[config.mk]
export PLATFORM = sky130hd
export DESIGN_NAME = seq_pattern_generator
export DESIGN_NICKNAME = d
export VERILOG_FILES = /design/src/rtl/seq_pattern_generator.sv
export SDC_FILE = /design/constraint.sdc
export NUM_CORES = 1
export LEC_CHECK = 0
export ABC_AREA = 1
export BUFFER_PORTS_ARGS = -buffer_cell sky130_fd_sc_hd__buf_4
export CAP_MARGIN = 30
export CORE_ASPECT_RATIO = 0.6
export CORE_MARGIN = 2
export CORE_UTILIZATION = 45
export CTS_BUF_LIST = sky130_fd_sc_hd__clkbuf_4 sky130_fd_sc_hd__clkbuf_8 sky130_fd_sc_hd__clkbuf_16
export DETAILED_ROUTE_END_ITERATION = 10
export PLACE_DENSITY_LB_ADDON = 0.25
export SYNTH_ARGS = -nofsm -noshare
export SYNTH_HDL_FRONTEND = slang
export SYNTH_SLANG_ARGS = --single-unit
export TNS_END_PERCENT = 20
[constraint.sdc]
create_clock -name clk -period 2.05 [get_ports clk]
set_clock_uncertainty 0.1 [all_clocks]
set_input_delay 0.205 -clock clk [delete_from_list [all_inputs] [get_ports clk]]
set_output_delay 0.205 -clock clk [all_outputs]
set_load 0.03 [all_outputs]
[src/rtl/seq_pattern_generator.sv]
`default_nettype none
// ============================================================================
//  Module      : seq_pattern_generator
//  Description : Serial stimulus source for the Moore sequence detectors.
//                Shifts a WIDTH-bit pattern out on x (MSB first by default)
//                for repeat_cnt+1 frames with gap idle cycles between frames.
//                A one-cycle done pulse follows the last bit of the burst.
//  Ports       : clk        - system clock, rising edge
//                rst        - asynchronous active-high reset
//                start      - begin a burst (sampled only in IDLE)
//                pattern    - bit pattern, captured on accepted start
//                repeat_cnt - extra frames (burst = repeat_cnt+1 frames)
//                gap        - idle cycles between frames (0 = back-to-back)
//                x          - serial data bit
//                valid      - x carries a pattern bit this cycle
//                frame      - first bit of each frame
//                busy       - burst in progress (SHIFT, GAP or DONE)
//                done       - one-cycle pulse after the last bit
//  Options     : `define SEQ_GEN_LSB_FIRST_EN to serialise LSB first.
//  Revision    : 1.0 - initial release
// ============================================================================
module seq_pattern_generator #(
    parameter int WIDTH    = 4,
    parameter int REPEAT_W = 4,
    parameter int GAP_W    = 4
) (
    input  logic                clk,
    input  logic                rst,
    input  logic                start,
    input  logic [WIDTH-1:0]    pattern,
    input  logic [REPEAT_W-1:0] repeat_cnt,
    input  logic [GAP_W-1:0]    gap,
    output logic                x,
    output logic                valid,
    output logic                frame,
    output logic                busy,
    output logic                done
);

    localparam int c_BCW = (WIDTH > 1) ? $clog2(WIDTH) : 1;
    localparam logic [c_BCW-1:0] c_LAST = c_BCW'(WIDTH - 1);

    localparam logic [1:0] c_S_IDLE  = 2'd0;
    localparam logic [1:0] c_S_SHIFT = 2'd1;
    localparam logic [1:0] c_S_GAP   = 2'd2;
    localparam logic [1:0] c_S_DONE  = 2'd3;

    logic [1:0]          r_state,       w_state_nxt;
    logic [WIDTH-1:0]    r_shreg,       w_shreg_nxt;
    logic [WIDTH-1:0]    r_pat,         w_pat_nxt;
    logic [REPEAT_W-1:0] r_frames_left, w_frames_left_nxt;
    logic [GAP_W-1:0]    r_gap,         w_gap_nxt;
    logic [GAP_W-1:0]    r_gapcnt,      w_gapcnt_nxt;
    logic [c_BCW-1:0]    r_bitcnt,      w_bitcnt_nxt;
    logic [WIDTH-1:0]    w_shifted;
    logic                w_head;

    // Serialisation order only affects which end leaves first and the
    // shift direction; everything else is shared.
`ifdef SEQ_GEN_LSB_FIRST_EN
    assign w_head    = r_shreg[0];
    assign w_shifted = {1'b0, r_shreg[WIDTH-1:1]};
`else
    assign w_head    = r_shreg[WIDTH-1];
    assign w_shifted = {r_shreg[WIDTH-2:0], 1'b0};
`endif

    always_ff @(posedge clk or posedge rst) begin
        if (rst) begin
            r_state       <= c_S_IDLE;
            r_shreg       <= '0;
            r_pat         <= '0;
            r_frames_left <= '0;
            r_gap         <= '0;
            r_gapcnt      <= '0;
            r_bitcnt      <= '0;
        end else begin
            r_state       <= w_state_nxt;
            r_shreg       <= w_shreg_nxt;
            r_pat         <= w_pat_nxt;
            r_frames_left <= w_frames_left_nxt;
            r_gap         <= w_gap_nxt;
            r_gapcnt      <= w_gapcnt_nxt;
            r_bitcnt      <= w_bitcnt_nxt;
        end
    end

    always_comb begin
        w_state_nxt       = r_state;
        w_shreg_nxt       = r_shreg;
        w_pat_nxt         = r_pat;
        w_frames_left_nxt = r_frames_left;
        w_gap_nxt         = r_gap;
        w_gapcnt_nxt      = r_gapcnt;
        w_bitcnt_nxt      = r_bitcnt;

        case (r_state)
            c_S_IDLE: begin
                if (start) begin
                    w_shreg_nxt       = pattern;
                    w_pat_nxt         = pattern;
                    w_frames_left_nxt = repeat_cnt;
                    w_gap_nxt         = gap;
                    w_bitcnt_nxt      = '0;
                    w_state_nxt       = c_S_SHIFT;
                end
            end

            c_S_SHIFT: begin
                w_shreg_nxt  = w_shifted;
                w_bitcnt_nxt = r_bitcnt + c_BCW'(1);
                if (r_bitcnt == c_LAST) begin
                    if (r_frames_left == '0) begin
                        w_state_nxt = c_S_DONE;
                    end else if (r_gap == '0) begin
                        // Back-to-back frame: reload without a dead cycle.
                        w_shreg_nxt       = r_pat;
                        w_frames_left_nxt = r_frames_left - REPEAT_W'(1);
                        w_bitcnt_nxt      = '0;
                    end else begin
                        w_gapcnt_nxt = r_gap;
                        w_state_nxt  = c_S_GAP;
                    end
                end
            end

            c_S_GAP: begin
                w_gapcnt_nxt = r_gapcnt - GAP_W'(1);
                // Leaving on gapcnt==1 makes the gap exactly r_gap cycles.
                if (r_gapcnt == GAP_W'(1)) begin
                    w_shreg_nxt       = r_pat;
                    w_frames_left_nxt = r_frames_left - REPEAT_W'(1);
                    w_bitcnt_nxt      = '0;
                    w_state_nxt       = c_S_SHIFT;
                end
            end

            default: begin
                w_state_nxt = c_S_IDLE;
            end
        endcase
    end

    // Moore outputs: decoded from registers only, so reset clears them
    // without waiting for an edge.
    always_comb begin
        x     = 1'b0;
        valid = 1'b0;
        frame = 1'b0;
        busy  = (r_state != c_S_IDLE);
        done  = (r_state == c_S_DONE);
        if (r_state == c_S_SHIFT) begin
            x     = w_head;
            valid = 1'b1;
            frame = (r_bitcnt == '0);
        end
    end

endmodule
`default_nettype wire

==> reports/metrics.cfg <==
[routing]
wl_um = 3082
drtIter0Drc = 59
routedWlPerCell_um = 11.67
drt-vias-per-instance = 4.750
first_pass_iters = 4
remaining_drc_errors = 0
final_antenna_net_count = 0
via_count = 1254

[sta]
setup_viol = 0
fmaxAchievable_mhz = 538.3
layout_min_cycle_time_ps = 1858
final_max_slew_viol_count = 0
final-hold-violation-count = 0
timing.final.crit_share = 0.9062
tightestPinTransition_ps = 414.1
rsz0062_at_grt = false
max_slew_margin = 0.7236
fin_tns_setup_ps = 0

[yosys]
synth_cell_types = 30
yosys_register_bits = 24
yosys_warnings = 0
synth_top_area_share = 0.3846
synth_ff_type = dfrtp_1
synth_area_per_cell_um2 = 7.967
synth_nets = 221
synth.area.top_cells = dfrtp_1 (38%), nand2_1 (11%), ha_1 (8.0%)
synthTopCellsByCount = nand2_1 (44), inv_1 (31), dfrtp_1 (24)
synth_top_cell_by_area = dfrtp_1
synth-async-reset-ratio = 1.000
synth_most_common_cell = nand2_1
synth-edff-count = 0
synth.yosys.seq_area_share = 0.3846
synth_area_um2 = 1561
synth_cells = 196

[hold_path]
hold_depth = 3
holdCritStartpoint = gap[3]
holdPathEnd = r_gap[3]$_DFFE_PP0P_
hold_class = in -> reg

[critical_path]
path_class = reg -> out
rrSetupSlack_ps = 330
critPathCaptureType = primary output
cp_cell_sequence = inv_1 > ha_1 > buf_4 > nand2_1 > inv_1 > buf_4
crit_required_ps = 1750
max_stage_delay_ps = 440
slowest_stage = dfrtp_1
cp-start-kind = flip-flop
crit_arrival_ps = 1550
crit-reg2reg-launch = r_state[0]$_DFFE_PP0P_
r2r-end = r_frames_left[2]$_DFFE_PP0P_
worstRegToRegCells = 9
crit_fanout = 10

[clock_network]
cts.path.max_buffers = 2
root_buffer = clkbuf_8
clk_latency_ps = 270
htreeDepth = 1
cts_buffers = 3
path_clk_slew_ps = 90
numClockSinks = 24
cts_tree = done
post_cts_buffers = 0

[grt]
gr-usage-all-layers = 0.1780
grt-ovfl-total = 0
grt_pass1_vias = 1138
antenna_found_initial = 0
grt_pass1_wl_um = 5457
grt_max_degree = 25

[placed_design]
numPortBuffers = 19
place.gp.congestion = 0.7932
dpl_cell_area_um2 = 1757
dp_hpwl_um = 2350

[final_layout]
nFillCells = 322
stdcell_area_um2 = 1822
final_nets = 245
syn_to_final_growth_pct = 16.67
n_antenna_cell = 0
drive_gt1_frac = 0.2237

[outcome]
run_status = complete, no violations

[die]
die_y_um = 49.63
io_pins = 20
start_util = 0.4756
die_w_um = 80.05
placeableCoreArea_um2 = 3283
rows = 16
dieArea_um2 = 3973

[power_and_ir_drop]
p_per_area_nw_per_um2 = 1619
power_leakage_nw = 0.9556
peakVddDrop_mv = 0.9116

[run]
drv_cap = 0

## cell families (layout without fill, tap and decap cells)
logic type,after synthesis,after routing,synth area share
flip-flops,24,24,0.3846
AND/OR/NAND/NOR,82,82,0.2748
AO/OA/AOI/OAI,36,36,0.1298
adder cells (fa/ha/maj),10,10,0.08013
multiplexers,1,1,0.007211
XOR/XNOR,2,2,0.01122
buffers and inverters,41,64,0.1122
## registers in the layout (all words and copies together) (netlist names)
register	count
r_state	2
r_gap	4
r_frames_left	4
r_gapcnt	4
r_shreg	4
r_bitcnt	2
r_pat	4
## power breakdown
| part | switching [W] | leakage (nW) | internal (W) |
|---|---|---|---|
| clock | 0.000153 | 0.0288 | 0.000172 |
| combinational | 0.00110 | 0.636 | 0.000646 |
| sequential | 0.000162 | 0.291 | 0.000713 |
| total | 0.00142 | 0.956 | 0.00153 |
## area by class of cell
class	instances	area, µm²	share of cell area
repair buffers	23	175.2	0.09615
flip-flops and latches	24	600.6	0.3297
inverters	37	148.9	0.08173
clock buffers	4	55.05	0.03022
well taps	45	56.30	0.03091
multi-input cells	131	785.8	0.4313
## per-layer routing
| layer | track usage | vias to the layer above | share of wire | wire length, µm |
|---|---|---|---|---|
| li1 | - | 666 | - | - |
| met1 | 0.2826 | 554 | 0.54 | 1663 |
| met2 | 0.2417 | 29 | 0.39 | 1217 |
| met3 | 0.05128 | 5 | 0.060 | 184 |
| met4 | 0.02542 | 0 | 0.0055 | 17 |
| met5 | 0 | - | 0 | 0 |
## worst max path at each step
stage	slack, ps	startpoint	depth (start not counted)	endpoint
final	190	r_state[1]$_DFFE_PP0P_	6	frame
after global routing	70	r_state[1]$_DFFE_PP0P_	6	x
after CTS	180	r_state[1]$_DFFE_PP0P_	6	x
after detailed placement	340	r_state[0]$_DFFE_PP0P_	9	r_frames_left[2]$_DFFE_PP0P_
after global placement	400	r_state[0]$_DFFE_PP0P_	9	r_frames_left[0]$_DFFE_PP0P_
after floorplan	380	r_state[1]$_DFFE_PP0P_	5	x
## worst max-delay path, delay by kind of cell, from the launching register on
family | cells | cell delay (ps)
flops | 1 | 440
fa+ha+maj | 1 | 260
buf+inv | 4 | 520
simple gates | 1 | 70
## layout by cell type (no fill, tap or decap), drive strengths merged
cell         netlist  final
nand2             50     50
inv               37     37
dfrtp             24     24
buf                1     22
o21ai             20     20
nand3             14     14
a21oi             12     12
ha                10     10
nor2              10     10
nand4              5      5
clkbuf             3      4
xor2               2      2
o211ai             2      2
or2                2      2
o21bai             1      1
nand3b             1      1
mux2               1      1
a31o               1      1
dlygate4sd3        0      1
## timing repair
action | 4_1_cts | 5_1_grt
hold endpoints to repair | 24 | 0
hold buffers | 1 | 0
resized for setup | 0 | 0
## stage by stage
| stage | setup slack, ps | utilization | hold slack (ps) | power (W) | instances |
|---|---|---|---|---|---|
| finish | 192.3 | 0.5549 | 82.65 | 0.002950 | 264 |
| global route | 67.39 | 0.5549 | 81.02 | 0.003260 | 264 |
| CTS | 179.4 | 0.5549 | 81.51 | 0.002965 | 264 |
| detailed placement | 335.3 | 0.5351 | 180.2 | 0.002625 | 259 |
| global placement | 397.6 | 0.5351 | 178.9 | 0.002598 | 259 |
| floorplan | 379.8 | - | 119.6 | 0.002248 | 196 |
Power figures use the tool's default switching activity.
